===== src/rtl/des_key_sched_seq_pkg.sv =====
// Shared DES key-schedule constants: widths, FSM states, shift schedule, PC-1/PC-2 tables.
// Bit numbering follows FIPS 46-3: table entry 1 is the MSB of the source vector.
package des_pkg;

  localparam int KEY_W  = 64;
  localparam int RK_W   = 48;
  localparam int CD_W   = 56;
  localparam int HALF_W = 28;

  typedef enum logic {
    IDLE = 1'b0,
    RUN  = 1'b1
  } state_e;

  localparam logic [1:0] SHIFT_TAB [16] = '{
    2'd1, 2'd1, 2'd2, 2'd2, 2'd2, 2'd2, 2'd2, 2'd2,
    2'd1, 2'd2, 2'd2, 2'd2, 2'd2, 2'd2, 2'd2, 2'd1
  };

  localparam int PC1_TAB [56] = '{
    57, 49, 41, 33, 25, 17,  9,
     1, 58, 50, 42, 34, 26, 18,
    10,  2, 59, 51, 43, 35, 27,
    19, 11,  3, 60, 52, 44, 36,
    63, 55, 47, 39, 31, 23, 15,
     7, 62, 54, 46, 38, 30, 22,
    14,  6, 61, 53, 45, 37, 29,
    21, 13,  5, 28, 20, 12,  4
  };

  localparam int PC2_TAB [48] = '{
    14, 17, 11, 24,  1,  5,
     3, 28, 15,  6, 21, 10,
    23, 19, 12,  4, 26,  8,
    16,  7, 27, 20, 13,  2,
    41, 52, 31, 37, 47, 55,
    30, 40, 51, 45, 33, 48,
    44, 49, 39, 56, 34, 53,
    46, 42, 50, 36, 29, 32
  };

  function automatic logic [CD_W-1:0] pc1_permute(input logic [KEY_W-1:0] key);
    logic [CD_W-1:0] cd;
    cd = '0;
    for (int i = 0; i < CD_W; i++) begin
      cd[6'(CD_W - 1 - i)] = key[6'(KEY_W - PC1_TAB[i])];
    end
    return cd;
  endfunction

  function automatic logic [HALF_W-1:0] rotl28(input logic [HALF_W-1:0] x, input logic [1:0] n);
    return (n == 2'd2) ? {x[25:0], x[27:26]} : {x[26:0], x[27]};
  endfunction

  function automatic logic [HALF_W-1:0] rotr28(input logic [HALF_W-1:0] x, input logic [1:0] n);
    return (n == 2'd2) ? {x[1:0], x[27:2]} : {x[0], x[27:1]};
  endfunction

endpackage


===== src/rtl/des_key_sched_seq_if.sv =====
// Job-request and round-key stream bundle between a DES datapath (master) and the key scheduler (slave).
interface des_key_sched_seq_if #(
  parameter int NKEYS = 1
);
  import des_pkg::*;

  logic [KEY_W*NKEYS-1:0] key_in;
  logic                   decrypt;
  logic                   start_valid;
  logic                   start_ready;
  logic                   abort;
  logic [RK_W-1:0]        rk;
  logic                   rk_valid;
  logic                   rk_ready;
  logic [3:0]             rk_round;
  logic [1:0]             rk_stage;
  logic                   done;

  modport master (
    output key_in, decrypt, start_valid, abort, rk_ready,
    input  start_ready, rk, rk_valid, rk_round, rk_stage, done
  );

  modport slave (
    input  key_in, decrypt, start_valid, abort, rk_ready,
    output start_ready, rk, rk_valid, rk_round, rk_stage, done
  );

endinterface


===== src/rtl/des_key_sched_seq_pc2.sv =====
// DES PC-2 compression of the 56-bit C||D state to a 48-bit round key.
// Purely combinational, zero latency; no flow control.
module des_pc2
  import des_pkg::*;
(
  input  logic [CD_W-1:0] cd_i,
  output logic [RK_W-1:0] rk_o
);

  always_comb begin
    rk_o = '0;
    for (int i = 0; i < RK_W; i++) begin
      rk_o[6'(RK_W - 1 - i)] = cd_i[6'(CD_W - PC2_TAB[i])];
    end
  end

endmodule


===== src/rtl/des_key_sched_seq.sv =====
// Sequential DES/TDES round-key generator: one 48-bit key per cycle, first key the cycle after acceptance.
// Backpressure: rk_ready=0 freezes the current key; abort drops the job and returns to IDLE next cycle.
module des_key_sched_seq
  import des_pkg::*;
#(
  parameter int NKEYS = 1
) (
  input logic                clk,
  input logic                rst_n,
  des_key_sched_seq_if.slave bus
);

  if (NKEYS != 1 && NKEYS != 3) begin : g_bad_nkeys
    $error("des_key_sched_seq: NKEYS must be 1 or 3");
  end

  localparam logic [1:0] LAST_STAGE = 2'(NKEYS - 1);

  state_e                 state_q, state_d;
  logic [HALF_W-1:0]      c_q, c_d, d_q, d_d;
  logic [KEY_W*NKEYS-1:0] key_q, key_d;
  logic                   dec_q, dec_d;
  logic [3:0]             round_q, round_d;
  logic [1:0]             stage_q, stage_d;
  logic                   done_q, done_d;

  // Stage-load path is shared between job acceptance (fresh key_in) and stage advance (captured keys).
  logic [KEY_W*NKEYS-1:0] src_keys;
  logic [KEY_W-1:0]       kw [4];
  logic                   ld_src_dec, ld_dir_dec;
  logic [1:0]             ld_stage, ld_idx;
  logic [CD_W-1:0]        ld_cd;
  logic [HALF_W-1:0]      ld_c, ld_d;
  logic                   cur_dir_dec;
  logic [1:0]             step_sh;

  for (genvar k = 0; k < 4; k++) begin : g_kw
    if (k < NKEYS) begin : g_used
      assign kw[k] = src_keys[KEY_W*k +: KEY_W];
    end else begin : g_unused
      assign kw[k] = '0;
    end
  end

  always_comb begin
    src_keys   = (state_q == IDLE) ? bus.key_in  : key_q;
    ld_src_dec = (state_q == IDLE) ? bus.decrypt : dec_q;
    ld_stage   = (state_q == IDLE) ? 2'd0 : stage_q + 2'd1;
    // Decrypt walks K3..K1; the middle TDES stage always runs in the opposite direction.
    ld_idx     = ld_src_dec ? (LAST_STAGE - ld_stage) : ld_stage;
    ld_dir_dec = ld_src_dec ^ (ld_stage == 2'd1);
    ld_cd      = pc1_permute(kw[ld_idx]);
    ld_c       = ld_dir_dec ? ld_cd[CD_W-1:HALF_W] : rotl28(ld_cd[CD_W-1:HALF_W], SHIFT_TAB[0]);
    ld_d       = ld_dir_dec ? ld_cd[HALF_W-1:0]    : rotl28(ld_cd[HALF_W-1:0],    SHIFT_TAB[0]);

    cur_dir_dec = dec_q ^ (stage_q == 2'd1);
    step_sh     = cur_dir_dec ? SHIFT_TAB[4'd15 - round_q] : SHIFT_TAB[round_q + 4'd1];
  end

  always_comb begin
    state_d = state_q;
    c_d     = c_q;
    d_d     = d_q;
    key_d   = key_q;
    dec_d   = dec_q;
    round_d = round_q;
    stage_d = stage_q;
    done_d  = 1'b0;
    case (state_q)
      IDLE: begin
        if (bus.start_valid) begin
          state_d = RUN;
          key_d   = bus.key_in;
          dec_d   = bus.decrypt;
          round_d = 4'd0;
          stage_d = 2'd0;
          c_d     = ld_c;
          d_d     = ld_d;
        end
      end
      RUN: begin
        if (bus.abort) begin
          state_d = IDLE;
        end else if (bus.rk_ready) begin
          if (round_q == 4'd15) begin
            if (stage_q == LAST_STAGE) begin
              state_d = IDLE;
              done_d  = 1'b1;
            end else begin
              stage_d = stage_q + 2'd1;
              round_d = 4'd0;
              c_d     = ld_c;
              d_d     = ld_d;
            end
          end else begin
            round_d = round_q + 4'd1;
            c_d     = cur_dir_dec ? rotr28(c_q, step_sh) : rotl28(c_q, step_sh);
            d_d     = cur_dir_dec ? rotr28(d_q, step_sh) : rotl28(d_q, step_sh);
          end
        end
      end
      default: state_d = IDLE;
    endcase
  end

  always_ff @(posedge clk or negedge rst_n) begin
    if (!rst_n) begin
      state_q <= IDLE;
      c_q     <= '0;
      d_q     <= '0;
      key_q   <= '0;
      dec_q   <= 1'b0;
      round_q <= 4'd0;
      stage_q <= 2'd0;
      done_q  <= 1'b0;
    end else begin
      state_q <= state_d;
      c_q     <= c_d;
      d_q     <= d_d;
      key_q   <= key_d;
      dec_q   <= dec_d;
      round_q <= round_d;
      stage_q <= stage_d;
      done_q  <= done_d;
    end
  end

  des_pc2 u_pc2 (
    .cd_i ({c_q, d_q}),
    .rk_o (bus.rk)
  );

  assign bus.start_ready = (state_q == IDLE);
  assign bus.rk_valid    = (state_q == RUN);
  assign bus.rk_round    = round_q;
  assign bus.rk_stage    = stage_q;
  assign bus.done        = done_q;

endmodule


===== src/flat_wrapper.sv =====
// flat-port wrapper written by rule: the top's interface ports become plain ports
module des_key_sched_seq_flat import des_pkg::*;
#(
  parameter int NKEYS = 1
)
  (clk, rst_n, bus_key_in, bus_decrypt, bus_start_valid, bus_abort, bus_rk_ready, bus_start_ready, bus_rk, bus_rk_valid, bus_rk_round, bus_rk_stage, bus_done);
  des_key_sched_seq_if #(.NKEYS(NKEYS)) bus_i ();
  input logic clk;
  input logic rst_n;
  input wire logic [$bits(bus_i.key_in)-1:0] bus_key_in;
  input wire logic [$bits(bus_i.decrypt)-1:0] bus_decrypt;
  input wire logic [$bits(bus_i.start_valid)-1:0] bus_start_valid;
  input wire logic [$bits(bus_i.abort)-1:0] bus_abort;
  input wire logic [$bits(bus_i.rk_ready)-1:0] bus_rk_ready;
  output wire logic [$bits(bus_i.start_ready)-1:0] bus_start_ready;
  output wire logic [$bits(bus_i.rk)-1:0] bus_rk;
  output wire logic [$bits(bus_i.rk_valid)-1:0] bus_rk_valid;
  output wire logic [$bits(bus_i.rk_round)-1:0] bus_rk_round;
  output wire logic [$bits(bus_i.rk_stage)-1:0] bus_rk_stage;
  output wire logic [$bits(bus_i.done)-1:0] bus_done;
  assign bus_i.key_in = bus_key_in;
  assign bus_i.decrypt = bus_decrypt;
  assign bus_i.start_valid = bus_start_valid;
  assign bus_i.abort = bus_abort;
  assign bus_i.rk_ready = bus_rk_ready;
  assign bus_start_ready = bus_i.start_ready;
  assign bus_rk = bus_i.rk;
  assign bus_rk_valid = bus_i.rk_valid;
  assign bus_rk_round = bus_i.rk_round;
  assign bus_rk_stage = bus_i.rk_stage;
  assign bus_done = bus_i.done;
  des_key_sched_seq #(.NKEYS(NKEYS)) u_core (.clk(clk), .rst_n(rst_n), .bus(bus_i));
endmodule

===== config.mk =====
export PLATFORM = sky130hd
export DESIGN_NAME = des_key_sched_seq_flat
export DESIGN_NICKNAME = d
export VERILOG_FILES = /design/src/rtl/des_key_sched_seq_pkg.sv /design/src/rtl/des_key_sched_seq_if.sv /design/src/rtl/des_key_sched_seq_pc2.sv /design/src/rtl/des_key_sched_seq.sv /design/src/flat_wrapper.sv
export SDC_FILE = /design/constraint.sdc
export NUM_CORES = 1
export LEC_CHECK = 0
export BUFFER_PORTS_ARGS = -buffer_cell sky130_fd_sc_hd__buf_2
export CORE_MARGIN = 1
export CORE_UTILIZATION = 50
export DETAILED_ROUTE_END_ITERATION = 16
export GPL_TIMING_DRIVEN = 0
export PLACE_DENSITY = 0.8
export SLEW_MARGIN = 20
export SYNTH_ARGS = -nofsm -noshare
export SYNTH_HDL_FRONTEND = slang
export SYNTH_SLANG_ARGS = --single-unit

===== constraint.sdc =====
create_clock -name clk -period 2.4 [get_ports clk]
set_input_delay 0.12 -clock clk [delete_from_list [all_inputs] [get_ports clk]]
set_output_delay 0.12 -clock clk [all_outputs]
set_load 0.01 [all_outputs]

Word level (Yosys, flattened, before mapping)
Memories as Yosys holds them, arrays and structs flattened.
Index checks and enable logic that the tools add are counted.
Storage, ports and cells
  output and inout bits: 57
  flip-flop bits (word level): 129
  word-level logic and storage cells: 92
  bits in read-only memories: 64
  memories: 2
  input bits: 70
Operators by class
  equal/unequal tests: 10
  multiplexer cells: 55
  $lt $le $gt $ge: 3
  bitwise logic cells: 6
  reductions and logical operators: 4
  add/subtract/negate cells: 4
Memory list
  (name not given): depth 16, bits a word 2, read ports 1, clocked after Yosys merged registers in 0, wr ports 0, RTL line des_key_sched_seq.sv:57  | step_sh = cur_dir_dec ? SHIFT_TAB[4'd15 - round_q] : SHIFT_TAB[round_q + 4'd1];
  (name not given): depth 16, bits a word 2, read ports 1, clocked after Yosys merged registers in 0, wr ports 0, RTL line des_key_sched_seq.sv:57
Operator list (count)
  two-way mux 28 bit: 17
  binary-select mux 64 bit (select 2 bit): 1
  one-hot mux 28 bit (2 select lines): 2
  two-way mux 64 bit: 1
  two-way mux 29 bit: 2
  two-way mux 2 bit: 12
  two-way mux 4 bit: 5
  two-way mux 1 bit: 11
  greater-or-equal comparator 5 bit (second input constant): 2
  inequality test 2 bit (second input constant): 5
  inverter 4 -> 5 bit: 2
  one-hot mux 4 bit (2 select lines): 1
  two-way mux 5 bit: 1
  AND reduction 5 bit: 1
  adder 4 x 1 -> 4 bit (second input constant): 1
  == test 2 x 1 -> 1 bit (second input constant): 2
  == test 4 bit (second input constant): 1
  one-hot mux 2 bit (2 select lines): 1
  AND reduction 4 bit: 1
  subtractor 4 bit (first input constant): 1
  greater-or-equal comparator 3 bit (second input constant): 1
  inequality test 3 bit (second input constant): 1
  inverter 2 -> 3 bit: 1
  adder 2 x 1 -> 2 bit (second input constant): 1
  other kinds (7): 8

Longest topological paths before layout
Gate-level depths: netlist of the first run.
  depth after elaboration: 14
  depth in mapped cells: 10
  depth with buffers taken out: 7

Hierarchy
From an unflattened synthesis of the first run, not the netlist that was laid out.
Unflattened totals
  cells, all modules: 580
  area, all modules: 5629.1 µm²
By module, submodules not included
  des_key_sched_seq: sequential area each 2026.9 µm², area each 5265.0 µm², times used 1, cells an instance 531
  des_pc2: sequential area each 0.0 µm², area each 364.1 µm², times used 1, cells an instance 49

Worst setup path before layout of the first run
No wires, ideal clock.
  kind: reg-to-reg
  from: register u_core.round_q[1], in the netlist u_core.bus.rk_round[1]
  to: register u_core.d_q[10]
  period minus slack after synthesis: 2.429 ns
  path slack: -0.029 ns
  buffers on the path: 2
  data arrival time: 2.289 ns
  setup time: 0.140 ns
  stages on the path, launching flop included: 9
  data required time: 2.260 ns
  path through: dfrtp_1 > ha_1 > buf_6 > or3_1 > a32oi_2 > buf_6 > mux2_2 > a221oi_1 > o211ai_1
Between the ends
  cells in the longest elaborated chain, start to end: 13
  elaborated cells on any way between the ends: 22
  those cells by class: add/sub: 2; eq/ne: 3; mux: 12; bitwise: 2; reduce/logical: 1; memory: 2
Ends and longest elaborated chain
  from (decl): RTL line des_key_sched_seq.sv:23  | logic [3:0] round_q, round_d;
  from (signal assigned): RTL line des_key_sched_seq.sv:122  | round_q <= round_d;
  adder 4 x 1 -> 4 bit / subtractor 4 bit (equally long branches): RTL line des_key_sched_seq.sv:57
  inverter 4 -> 5 bit (not written as such): RTL line des_key_sched_seq.sv:57
  memory read (16 x 2 bit)
  two-way mux 2 bit (not written as such) (2 in a row): RTL line des_key_sched_seq.sv:57
  two-way mux 2 bit: RTL line des_key_sched_seq.sv:57
  == test 2 bit: RTL line des_key_sched_seq_pkg.sv:52, des_key_sched_seq_pkg.sv:56
  two-way mux 28 bit, on equally long branches: RTL line des_key_sched_seq_pkg.sv:52, des_key_sched_seq_pkg.sv:56
  two-way mux 28 bit: RTL line des_key_sched_seq.sv:98  | d_d = cur_dir_dec ? rotr28(d_q, step_sh) : rotl28(d_q, step_sh);
  two-way mux 28 bit: RTL line des_key_sched_seq.sv:85  | if (round_q == 4'd15) begin
  two-way mux 28 bit: RTL line des_key_sched_seq.sv:84  | end else if (bus.rk_ready) begin
  two-way mux 28 bit: RTL line des_key_sched_seq.sv:82  | if (bus.abort) begin
  one-hot mux 28 bit (2 select lines): RTL line des_key_sched_seq.sv:69  | case (state_q)
  to (signal assigned): RTL line des_key_sched_seq.sv:110  | d_q <= '0;
  to (signal assigned): RTL line des_key_sched_seq.sv:119  | d_q <= d_d;
  to (decl): RTL line des_key_sched_seq.sv:20  | logic [HALF_W-1:0] c_q, c_d, d_q, d_d;
Parallel ways exist; a longest one is shown, timed or not. The select of a mux whose other input is x is not followed.
A chain may end at the register's enable or synchronous reset.

Final worst setup path of the first run
  from: register u_core.round_q[1], in the netlist u_core.bus.rk_round[1]
  to: register u_core.d_q[19]
The elaborated chain is that of the path after synthesis.

==> metrics.csv, run 1 <==
metric;value;unit
GP Congestion;0.9233;
post-layout min period;2.418;ns
Clk pin slew, worst setup/hold paths;0.06;ns
pre-CTS setup slack;-0.1841;ns
Pint;3.484;mW
Synth Register Bits;81;
hold slack;0.02535;ns
failing checks;setup timing;
WP data required;2.62;ns
R2R Setup Slk;-0.02;ns
worst path arrival time;2.64;ns
CTS H-tree lvls;3;
Max-Cap Viols;0;
row cnt;38;
most used cell, CP;buf_12;
CP endpoint kind;flop;
Slew Viols, Final;0;
crit path launch type;flop;
combinational share of power;42.4;%
top-count cell post-synth;nand2_1;
Layout Area Growth over Synthesis;29.55;%
peak supply drop;521.5;µV
wire length per cell;20.02;µm
initial antenna violation count;0;
Total Nets Final;810;
Slew HR;50.90;%
via count;5478;
Worst Tran Pin Value;0.7329;ns
distinct cell type count after synthesis;61;
run status;finished with violations;
Flop pwr share;34.7;%
Post-DP HPWL;10.81;mm
Cell Area, Synth;5737;µm²
port buffer count;56;
fraction of registers with async set/reset;100.0;%
area leader, netlist;dfrtp_1;
top cells by count, synth;100 x nand2_1, 90 x mux2i_1, 81 x dfrtp_1, 52 x buf_4, 34 x o221ai_1;
Cells after Synth;600;
Total Power;5.560;mW
CP Cell Sequence;buf_6 -> buf_4 -> ha_1 -> o31ai_1 -> o21a_4 -> buf_12 -> buf_12 -> mux2i_1 -> a221o_1;
Final ANT Viol Nets;0;
CTS Sinks;81;
maximum clock insertion buffer count;2;
clock share of power;22.9;%
CTS buffer count;9;
Sw Ratio;37.33;%
design area;7432;µm²
clk_lat worst skew;0.34;ns
vias in the first global route;5188;
total power divided by cell area;748.1;nW/µm²
Clock Skew;0.004697;ns
share of cells above drive strength 1;31.93;%
Die Ht;109.1;µm
critical path type;flop to flop;
area share of the largest cell type after synthesis;35.33;%
fin crit share;100.8;%
Psw;2.076;mW
num ports;127;
full die area;11910;µm²
ys flop type;dfrtp_1;
placement-stage cell area;6304;µm²
sequential cell area fraction in the yosys report;35.33;%
CORE AREA;11030;µm²
DR vias/cell;6.253;
GRT overflow;0;
RSZ-0062 raised after global routing;true;
Crit path largest cell delay;0.46;ns
Final Hold Fails;0;
CP max stage cell;dfrtp_2;
largest net degree at the start of global routing;48;
Routed WL;17.54;mm
Die Span X;109.1;µm
initial core utilization;52.01;%
CP max FO;7;
FILL cells;829;
antenna diode count;0;
Initial DRT Pass Iterations;6;
CTS tree;done;
Synth area leaders;dfrtp_1 35%, mux2i_1 16%, buf_4 6.8%, nand2_1 6.5%, o221ai_1 5.2%;
P_leak;3.259;nW
EDFF count, synth;0;
GRT Total Usage;27.97;%
Remaining DRCs;0;
Max Freq;413.5;MHz
Final WS setup;-0.01834;ns
Worst Hold Class;primary input to flop;
first-pass GRT wire length;25.81;mm
clk root buf;clkbuf_16;
Post-Syn Area per Cell;9.561;µm²
setup violators final;5;
DRT iter0 DRCs;616;
synth warn;0;
## through the flow
stage           TNS, ns  cells  utilization [%]
2_1_floorplan         0    621                -
3_3_place_gp     -1.328    817            56.87
3_5_place_dp     -4.171    818            57.15
4_1_cts        -0.01387    852            61.54
5_1_grt          -2.933    876            67.38
6_report       -0.05697    876            67.38
## layout make-up
type                            instances  area (µm²)  share of cell area [%]
Multi-Input combinational cell        440        3362                   45.24
Sequential cell                        81        2031                   27.32
Timing Repair Buffer                  100       824.5                   11.09
Buffer                                 95       752.0                   10.12
Clock buffer                           11       242.7                   3.266
Tap cell                              140       175.2                   2.357
Inverter                                5       25.02                  0.3367
Clock inverter                          4       20.02                  0.2694
## worst max-delay path: cells and delay by family, from the launching register on
kind	cells	cell delay, ns
fa+ha+maj	1	0.17
mux	1	0.08
flops	1	0.46
buf+inv	4	0.56
compound gates	3	1.02
## registers in the layout, indices dropped and copies added, names as in the netlist
| register | cells |
|---|---|
| u_core.bus.done | 1 |
| u_core.bus.rk_valid | 1 |
| u_core.d_q | 28 |
| u_core.bus.rk_round | 4 |
| u_core.bus.rk_stage | 2 |
| u_core.c_q | 28 |
| u_core.dec_q | 1 |
| u_core.key_q | 16 |
## power groups by stage
stage	Combinational [mW]	Clock [mW]	Sequential, mW
after detailed placement	1.78	0	1.90
after global placement	1.73	0	1.89
after floorplan	1.34	0	1.79
after CTS	1.87	1.28	1.88
after global routing	2.49	1.32	1.94
final	2.36	1.27	1.93
## repair_timing
| item | CTS | global route |
|---|---|---|
| pin swaps | 4 | 15 |
| hold buffers | 11 | 0 |
| hold endpoints to repair | 44 | 0 |
| endpoints found under the setup margin | 58 | 55 |
| setup buffers | 8 | 16 |
| resized for setup | 17 | 78 |
| gates cloned | 0 | 8 |
## path summary, 6_finish.rpt
check                                       start                endpoint  depth (start not counted)
min                                bus_key_in[20]        u_core.key_q[20]                          3
min reg2reg                       u_core.key_q[3]         u_core.key_q[3]                          2
max                        u_core.bus.rk_round[1]          u_core.d_q[19]                          9
max in group asynchronous                   rst_n  u_core.bus.rk_stage[0]                          3
min in group asynchronous                   rst_n          u_core.c_q[23]                          2
max reg2reg                u_core.bus.rk_round[1]          u_core.d_q[19]                          9
## metal layers
layer	vias to the layer above	part of all wire, %	GRT usage, %
met5	-	0	0
met2	360	50	47.26
li1	2418	-	-
met1	2630	39	34.24
met3	70	8.4	7.173
met4	0	2.9	10.23
## kinds of logic (layout without fill, tap and decap cells)
family,count (synthesis),after routing,synth area share (%)
xor+xnor,4,4,0.6108
fa+ha+maj,8,8,1.745
compound gates,137,137,19.28
other cells,1,22,0.06537
simple gates,164,164,12.48
mux,105,105,18.65
buf+inv,100,215,11.84
flops,81,81,35.33
## layout by cell type, fill, tap and decap left out, types with 4 or more instances in the layout
cell / count
a211o_1: 5
a211oi_1: 6
a21o_1: 5
a21oi_1: 4
a221o_1: 8
a221oi_1: 6
a22oi_1: 9
a2bb2oi_1: 5
buf_12: 9
buf_2: 61
buf_4: 72
buf_6: 6
clkbuf_1: 16
clkbuf_16: 17
clkbuf_2: 5
clkbuf_4: 4
clkinv_2: 4
conb_1: 22
dfrtp_1: 78
dlygate4sd3_1: 11
ha_1: 4
ha_4: 4
mux2_1: 6
mux2_4: 6
mux2i_1: 86
nand2_1: 100
nand3_1: 4
nor2_1: 16
nor2b_1: 7
nor3_1: 21
o21ai_0: 9
o21ai_1: 8
o21ai_2: 4
o221ai_1: 33
o31ai_1: 7
Power figures use the tool's default switching activity.
==> run 2, diff against run 1 <==
- CORE_UTILIZATION: 50 -> 35
- CTS_BUF_LIST: unset -> sky130_fd_sc_hd__clkbuf_2 sky130_fd_sc_hd__clkbuf_4 sky130_fd_sc_hd__clkbuf_8
- PLACE_DENSITY: 0.8 -> 0.61
- SYNTH_HIERARCHICAL: unset -> 1
==> run 2 against run 1 <==
The flow still finishes with violations (setup timing). Register-to-register slack worse by 0.13 ns. Count of clock-buffer cells in the layout down 1. Global-route usage is 7.0 points lower. Core utilization shrank 17 points. Flip-flop and latch count did not move. Power grew 2.9%. Combinational power grew 16%. Sequential power barely moved. Routed wire length is 2.5% lower. Cell count grew 9.1%. Sequential share of layout area down 1.3 points. Synthesized area fell by 1.9%. Critical path type unchanged. Largest cell class unchanged.
==> metrics.csv, run 2 <==
metric;value;unit;change
run status;finished with violations;;unchanged
failing checks;setup timing;;unchanged
fin crit share;106.2;%;was 100.8%
antenna diode count;0;;unchanged
CTS buffer count;9;;unchanged
hold slack;0.06682;ns;was 0.02535 ns
Die Ht;128.8;µm;was 109.1 µm
largest registers;u_core/c_q (28), u_core/d_q (28), u_core/key_q (16);;was u_core.c_q (28), u_core.d_q (28), u_core.key_q (16)
num ports;127;;unchanged
Post-DP HPWL;11.06;mm;was 10.81 mm
Cells after Synth;580;;was 600
design area;7802;µm²;was 7432 µm²
Max Freq;392.4;MHz;was 413.5 MHz
fraction of registers with async set/reset;100.0;%;unchanged
Total Power;5.721;mW;was 5.560 mW
critical path type;flop to flop;;unchanged
clk_lat worst skew;0.39;ns;was 0.34 ns
total power divided by cell area;733.2;nW/µm²;was 748.1 nW/µm²
Flop pwr share;33.3;%;was 34.7%
Final WS setup;-0.1484;ns;was -0.01834 ns
top-count cell post-synth;mux2i_1;;was nand2_1
WP data required;2.67;ns;was 2.62 ns
initial antenna violation count;0;;unchanged
Worst Tran Pin Value;0.6613;ns;was 0.7329 ns
Final ANT Viol Nets;0;;unchanged
DRT iter0 DRCs;491;;was 616
GP Congestion;0.9003;;was 0.9233
Synth Register Bits;81;;unchanged
CP max stage cell;dfrtp_2;;unchanged
R2R Setup Slk;-0.15;ns;was -0.02 ns
Max-Cap Viols;0;;unchanged
synth warn;6;;was 0
Die Span X;128.8;µm;was 109.1 µm
CTS Sinks;81;;unchanged
share of cells above drive strength 1;38.93;%;was 31.93%
Clk pin slew, worst setup/hold paths;0.09;ns;was 0.06 ns
commonest non-fill, non-tap cells in the layout;85 x mux2i_1, 83 x nand2_1, 82 x buf_4, 78 x dfrtp_1, 64 x buf_2;;was 100 x nand2_1, 86 x mux2i_1, 78 x dfrtp_1, 72 x buf_4, 61 x buf_2
port buffer count;56;;unchanged
most used cell, CP;buf_6;;was buf_12
Synth area leaders;dfrtp_1 36%, mux2i_1 15%, buf_4 7.2%, nand2_1 5.7%, o221ai_1 5.6%;;was dfrtp_1 35%, mux2i_1 16%, buf_4 6.8%, nand2_1 6.5%, o221ai_1 5.2%
vias in the first global route;4989;;was 5188
Non-Filler Instances;956;;was 876
CP max FO;10;;was 7
clk root buf;clkbuf_8;;was clkbuf_16
Remaining DRCs;0;;unchanged
Final Hold Fails;0;;unchanged
sequential cell area fraction in the yosys report;36.01;%;was 35.33%
Pint;3.524;mW;was 3.484 mW
commonest non-fill, non-tap cell in the layout;mux2i_1;;was nand2_1
CP endpoint kind;flop;;unchanged
GRT overflow;0;;unchanged
Total Nets Final;819;;was 810
Worst Hold Class;primary input to flop;;unchanged
CP Cell Sequence;buf_6 -> ha_4 -> or3_4 -> a32oi_4 -> buf_6 -> nand2_8 -> buf_6 -> nor2_2 -> nor3_1 -> a221o_1;;was buf_6 -> buf_4 -> ha_1 -> o31ai_1 -> o21a_4 -> buf_12 -> buf_12 -> mux2i_1 -> a221o_1
Layout Area Growth over Synthesis;38.61;%;was 29.55%
Initial DRT Pass Iterations;5;;was 6
wire length per cell;17.88;µm;was 20.02 µm
RSZ-0062 raised after global routing;true;;unchanged
Cell Area, Synth;5629;µm²;was 5737 µm²
top cells by count, synth;86 x mux2i_1, 85 x nand2_1, 81 x dfrtp_1, 54 x buf_4, 36 x o221ai_1;;was 100 x nand2_1, 90 x mux2i_1, 81 x dfrtp_1, 52 x buf_4, 34 x o221ai_1
full die area;16590;µm²;was 11910 µm²
combinational share of power;47.9;%;was 42.4%
Clock Skew;0.01277;ns;was 0.004697 ns
DR vias/cell;5.497;;was 6.253
distinct cell type count after synthesis;52;;was 61
Sw Ratio;38.40;%;was 37.33%
Psw;2.197;mW;was 2.076 mW
Crit path largest cell delay;0.48;ns;was 0.46 ns
via count;5255;;was 5478
P_leak;3.475;nW;was 3.259 nW
worst path arrival time;2.82;ns;was 2.64 ns
initial core utilization;36.49;%;was 52.01%
setup violators final;46;;was 5
area share of the largest cell type after synthesis;36.01;%;was 35.33%
placement-stage cell area;6324;µm²;was 6304 µm²
clock share of power;18.8;%;was 22.9%
GRT Total Usage;20.93;%;was 27.97%
Post-Syn Area per Cell;9.705;µm²;was 9.561 µm²
maximum clock insertion buffer count;2;;unchanged
CTS tree;done;;unchanged
post-layout min period;2.548;ns;was 2.418 ns
largest net degree at the start of global routing;50;;was 48
Slew HR;55.91;%;was 50.90%
CORE AREA;15430;µm²;was 11030 µm²
crit path launch type;flop;;unchanged
row cnt;45;;was 38
EDFF count, synth;0;;unchanged
Finished Core Util;50.58;%;was 67.38%
peak supply drop;394.3;µV;was 521.5 µV
first-pass GRT wire length;26.79;mm;was 25.81 mm
area leader, netlist;dfrtp_1;;unchanged
ys flop type;dfrtp_1;;unchanged
CTS H-tree lvls;3;;unchanged
Routed WL;17.09;mm;was 17.54 mm
placed cell count;869;;was 818
Slew Viols, Final;0;;unchanged
-- run 2: cell count changes after synthesis, sizes merged, moves of 5 or more --
cell / change
clkbuf: -6
o31ai: -6
a2bb2oi: -5
a22oi: +13
a211oi: -5
a31o: +5
a211o: -5
o21ai: -11
a221o: +5
nand2: -14
-- run 2: final timing paths --
check / from / to / depth (start not counted)
min reg2reg: u_core/key_q[10] / u_core/key_q[10] / 1
min: bus_decrypt / u_core/dec_q / 2
max: u_core/bus.rk_round[0] / u_core/c_q[4] / 10
max in group asynchronous: rst_n / u_core/c_q[11] / 3
max reg2reg: u_core/bus.rk_round[0] / u_core/c_q[4] / 10
min in group asynchronous: rst_n / u_core/bus.rk_round[2] / 2
-- run 2: power groups by stage --
stage	Clock, mW	Combinational [mW]	Sequential, mW
2_1_floorplan	0	1.45	1.79
3_3_place_gp	0	1.89	1.89
3_5_place_dp	0	1.92	1.91
4_1_cts	1.10	2.60	1.88
5_1_grt	1.15	2.92	1.94
6_report	1.07	2.74	1.91
-- run 2: per-layer routing --
layer / vias to the layer above / global-route usage [%] / wire length (µm)
met3: 50 / 4.158 / 1133
met4: 0 / 7.612 / 511
met1: 2560 / 27.58 / 7273
met5: - / 0 / 0
li1: 2418 / - / -
met2: 227 / 34.02 / 8170
-- run 2: kinds of logic (layout without fill, tap and decap cells) --
group | count (synthesis) | count (layout) | synth area share (%)
AOI/OAI and AO/OA | 125 | 125 | 18.58
xor gates and xnor gates | 5 | 5 | 0.7781
adders and majority gates | 9 | 9 | 2.000
buffers and inverters | 99 | 243 | 11.29
DFF | 81 | 81 | 36.01
muxes | 103 | 103 | 18.69
other | 1 | 22 | 0.06662
and+or+nand+nor | 157 | 157 | 12.58
-- run 2: repair_timing --
action | 4_1_cts | 5_1_grt
gates resized for setup | 96 | 59
hold endpoints to repair | 65 | 0
endpoints found under the setup margin | 57 | 59
hold buffers | 18 | 0
pin swaps | 39 | 22
setup buffers | 32 | 18
gates cloned | 6 | 3
-- run 2: final cells by class --
type                            count  area [µm²]
Sequential cell                    81        2031
Clock inverter                      6       67.56
Clock buffer                       10       137.6
Timing Repair Buffer              130        1100
Multi-Input combinational cell    421        3406
Fill cell                        1426        7625
Buffer                             91       764.5
Inverter                            6       32.53
Tap cell                          211       264.0
-- run 2: per-stage QoR --
step                      setup slack [ns]  setup TNS (ns)
after floorplan                   -0.07591         -0.2809
after global placement             -0.3584          -11.24
after detailed placement           -0.3729          -13.22
after CTS                          -0.1942          -2.281
after global routing               -0.2334          -5.894
final                              -0.1484          -2.840
-- run 2: worst max-delay path, delay by kind of cell, from the launching register on --
kind                     cells  cell delay [ns]
buffers and inverters        3             0.52
AO/OA/AOI/OAI                2             0.66
flip-flops                   1             0.48
adder cells (fa/ha/maj)      1             0.14
AND/OR/NAND/NOR              4             0.62
==> run 3, diff against run 2 <==
- ABC_AREA: unset -> 1
==> run 3 against run 2 <==
The flow now finishes without violations. Hold slack got worse by 0.041 ns. Fmax grew 11%. Clock power up 9%. Core utilization down 7.1 points. Synthesized cell count grew 47%. Power up 76%. Cell area fell by 11%.
==> metrics.csv, run 3 <==
metric;value;unit;change
Die Ht;130.3;µm;was 128.8 µm
worst path arrival time;2.62;ns;was 2.82 ns
Flop pwr share;24.4;%;was 33.3%
post-layout min period;2.302;ns;was 2.548 ns
Die Span X;130.3;µm;was 128.8 µm
Clk pin slew, worst setup/hold paths;0.09;ns;about the same
P_leak;3.596;nW;was 3.475 nW
fraction of registers with async set/reset;100.0;%;unchanged
Reg-to-Reg Start;u_core/bus.rk_stage[0];;was u_core/bus.rk_round[0]
Synth area leaders;dfrtp_1 35%, nand2_1 17%, nand3_1 16%, buf_4 6.8%, a21oi_1 4.0%;;was dfrtp_1 36%, mux2i_1 15%, buf_4 7.2%, nand2_1 5.7%, o221ai_1 5.6%
Worst Tran Pin Value;0.7630;ns;was 0.6613 ns
Synth Register Bits;81;;unchanged
clk_lat worst skew;0.38;ns;was 0.39 ns
Worst R2R Path Depth;14;;was 10
CTS tree;done;;unchanged
first-pass GRT wire length;28.96;mm;was 26.79 mm
ys flop type;dfrtp_1;;unchanged
WP data required;2.72;ns;was 2.67 ns
total power divided by cell area;1445;nW/µm²;was 733.2 nW/µm²
area share of the largest cell type after synthesis;35.19;%;was 36.01%
critical path type;flop to flop;;unchanged
area leader, netlist;dfrtp_1;;unchanged
Slew HR;48.94;%;was 55.91%
top cells by count, synth;265 x nand2_1, 189 x nand3_1, 81 x dfrtp_1, 52 x buf_4, 46 x a21oi_1;;was 86 x mux2i_1, 85 x nand2_1, 81 x dfrtp_1, 54 x buf_4, 36 x o221ai_1
CP max FO;7;;was 10
crit path launch;u_core/bus.rk_stage[0];;was u_core/bus.rk_round[0]
Slew Viols, Final;0;;unchanged
fin crit share;95.93;%;was 106.2%
Total Power;10.05;mW;was 5.721 mW
pre-CTS setup slack;-0.3435;ns;was -0.3729 ns
sequential cell area fraction in the yosys report;35.19;%;was 36.01%
initial antenna violation count;0;;unchanged
setup violators final;0;;was 46
vias in the first global route;5668;;was 4989
commonest non-fill, non-tap cells in the layout;264 x nand2_1, 189 x nand3_1, 79 x dfrtp_1, 68 x buf_2, 60 x buf_4;;was 85 x mux2i_1, 83 x nand2_1, 82 x buf_4, 78 x dfrtp_1, 64 x buf_2
Psw;5.105;mW;was 2.197 mW
antenna diode count;0;;unchanged
Layout Area Growth over Synthesis;20.75;%;was 38.61%
Pint;4.945;mW;was 3.524 mW
Non-Filler Instances;1184;;was 956
hold slack;0.02632;ns;was 0.06682 ns
EDFF count, synth;0;;unchanged
Worst Hold Class;primary input to flop;;unchanged
combinational share of power;63.9;%;was 47.9%
DRT iter0 DRCs;476;;was 491
wire length per cell;15.00;µm;was 17.88 µm
Max Freq;434.3;MHz;was 392.4 MHz
full die area;16970;µm²;was 16590 µm²
CP endpoint kind;flop;;unchanged
synth warn;6;;unchanged
port buffer count;56;;unchanged
via count;5975;;was 5255
largest net degree at the start of global routing;48;;was 50
clk root buf;clkbuf_8;;unchanged
Max-Cap Viols;0;;unchanged
GP Congestion;0.9455;;was 0.9003
Final ANT Viol Nets;0;;unchanged
Total Nets Final;1043;;was 819
Cell Area, Synth;5759;µm²;was 5629 µm²
run status;complete, no violations;;was finished with violations
Sw Ratio;50.80;%;was 38.40%
post-route setup TNS;0;ns;was -2.840 ns
CTS buffer count;9;;unchanged
CORE AREA;16000;µm²;was 15430 µm²
Setup crit end;u_core/c_q[1];;was u_core/c_q[4]
row cnt;46;;was 45
placed cell count;1146;;was 869
commonest non-fill, non-tap cell in the layout;nand2_1;;was mux2i_1
Worst R2R End;u_core/c_q[1];;was u_core/c_q[4]
top-count cell post-synth;nand2_1;;was mux2i_1
Post-Syn Area per Cell;6.760;µm²;was 9.705 µm²
crit path launch type;flop;;unchanged
GRT Total Usage;22.12;%;was 20.93%
Initial DRT Pass Iterations;5;;unchanged
clock share of power;11.7;%;was 18.8%
peak supply drop;582.9;µV;was 394.3 µV
largest registers;u_core/c_q (28), u_core/d_q (28), u_core/key_q (16);;unchanged
CTS Sinks;81;;unchanged
RSZ-0062 raised after global routing;true;;unchanged
Final WS setup;0.09760;ns;was -0.1484 ns
WHS Path Cells;3;;was 2
Remaining DRCs;0;;unchanged
CTS H-tree lvls;3;;unchanged
distinct cell type count after synthesis;28;;was 52
share of cells above drive strength 1;19.42;%;was 38.93%
GRT overflow;0;;unchanged
DR vias/cell;5.046;;was 5.497
R2R Setup Slk;0.1;ns;was -0.15 ns
Post-DP HPWL;12.95;mm;was 11.06 mm
Clock Skew;0.01646;ns;was 0.01277 ns
Cells after Synth;852;;was 580
num ports;127;;unchanged
maximum clock insertion buffer count;2;;unchanged
initial core utilization;35.99;%;was 36.49%
Routed WL;17.76;mm;was 17.09 mm
Final Hold Fails;0;;unchanged
run 3: worst max-delay path, cell delays in order, from the launching register on:
cell	delay, ns
dfrtp_1	0.41
clkbuf_8	0.15
inv_1	0.05
ha_1	0.29
nand2_2	0.09
ha_1	0.29
inv_1	0.03
nand2_1	0.09
o21ai_4	0.11
buf_6	0.16
a21oi_2	0.12
o21ai_0	0.09
nor2_1	0.18
nand2_1	0.11
nand2_1	0.07
run 3: final cells by class:
type                       count  area, µm²
timing repair buffer          82      545.5
tap                          216      270.3
clock buffer                  11      151.4
multi-input combinational    644       3042
fill                        1736       9046
sequential                    81       2029
clock inverter                 4      76.32
buffer                       102      674.4
inverter                      44      165.2
run 3: per-stage QoR:
stage	utilization, %	area [µm²]
finish	43.46	6954
global route	43.46	6954
CTS	42.86	6858
detailed placement	40.18	6429
global placement	39.99	6399
floorplan	-	5848
run 3: cell families after synthesis:
group | synth area share [%]
other cells | 0.06511
xor+xnor | 0.4346
compound gates | 9.559
fa+ha+maj | 1.955
buf+inv | 14.27
flops | 35.19
mux | 1.173
simple gates | 37.35
run 3: what timing repair did:
action                                  CTS  global route
pin swaps                                 1             2
buffers inserted                          1             4
gates cloned                              0             1
hold endpoints to repair                 51             0
endpoints found under the setup margin   20            54
gates resized for setup                   5            20
hold buffers                             19             0
run 3: metal layers:
metal	global-route usage [%]	routed length, µm	up-vias
met5	0	0	-
met4	6.088	282	0
met3	4.469	1020	26
met2	37.17	8512	214
met1	28.78	7939	2771
li1	-	-	2964
run 3: worst min path at each step:
| stage | start | to | slack (ns) |
|---|---|---|---|
| detailed placement | rst_n | u_core/c_q[17] | 0.12 |
| finish | bus_start_valid | u_core/key_q[12] | 0.03 |
| floorplan | rst_n | u_core/bus.done | -0.18 |
| CTS | bus_start_valid | u_core/key_q[19] | 0.001 |
| global placement | bus_key_in[20] | u_core/key_q[20] | 0.37 |
| global route | bus_start_valid | u_core/key_q[19] | 0.01 |
run 3: power by group through the flow:
stage / Combinational, mW / Clock, mW / Sequential [mW]
5_1_grt: 7.18 / 1.27 / 2.53
3_3_place_gp: 6.09 / 0 / 2.47
6_report: 6.42 / 1.17 / 2.46
4_1_cts: 6.19 / 1.21 / 2.45
3_5_place_dp: 6.13 / 0 / 2.47
2_1_floorplan: 4.54 / 0 / 2.28
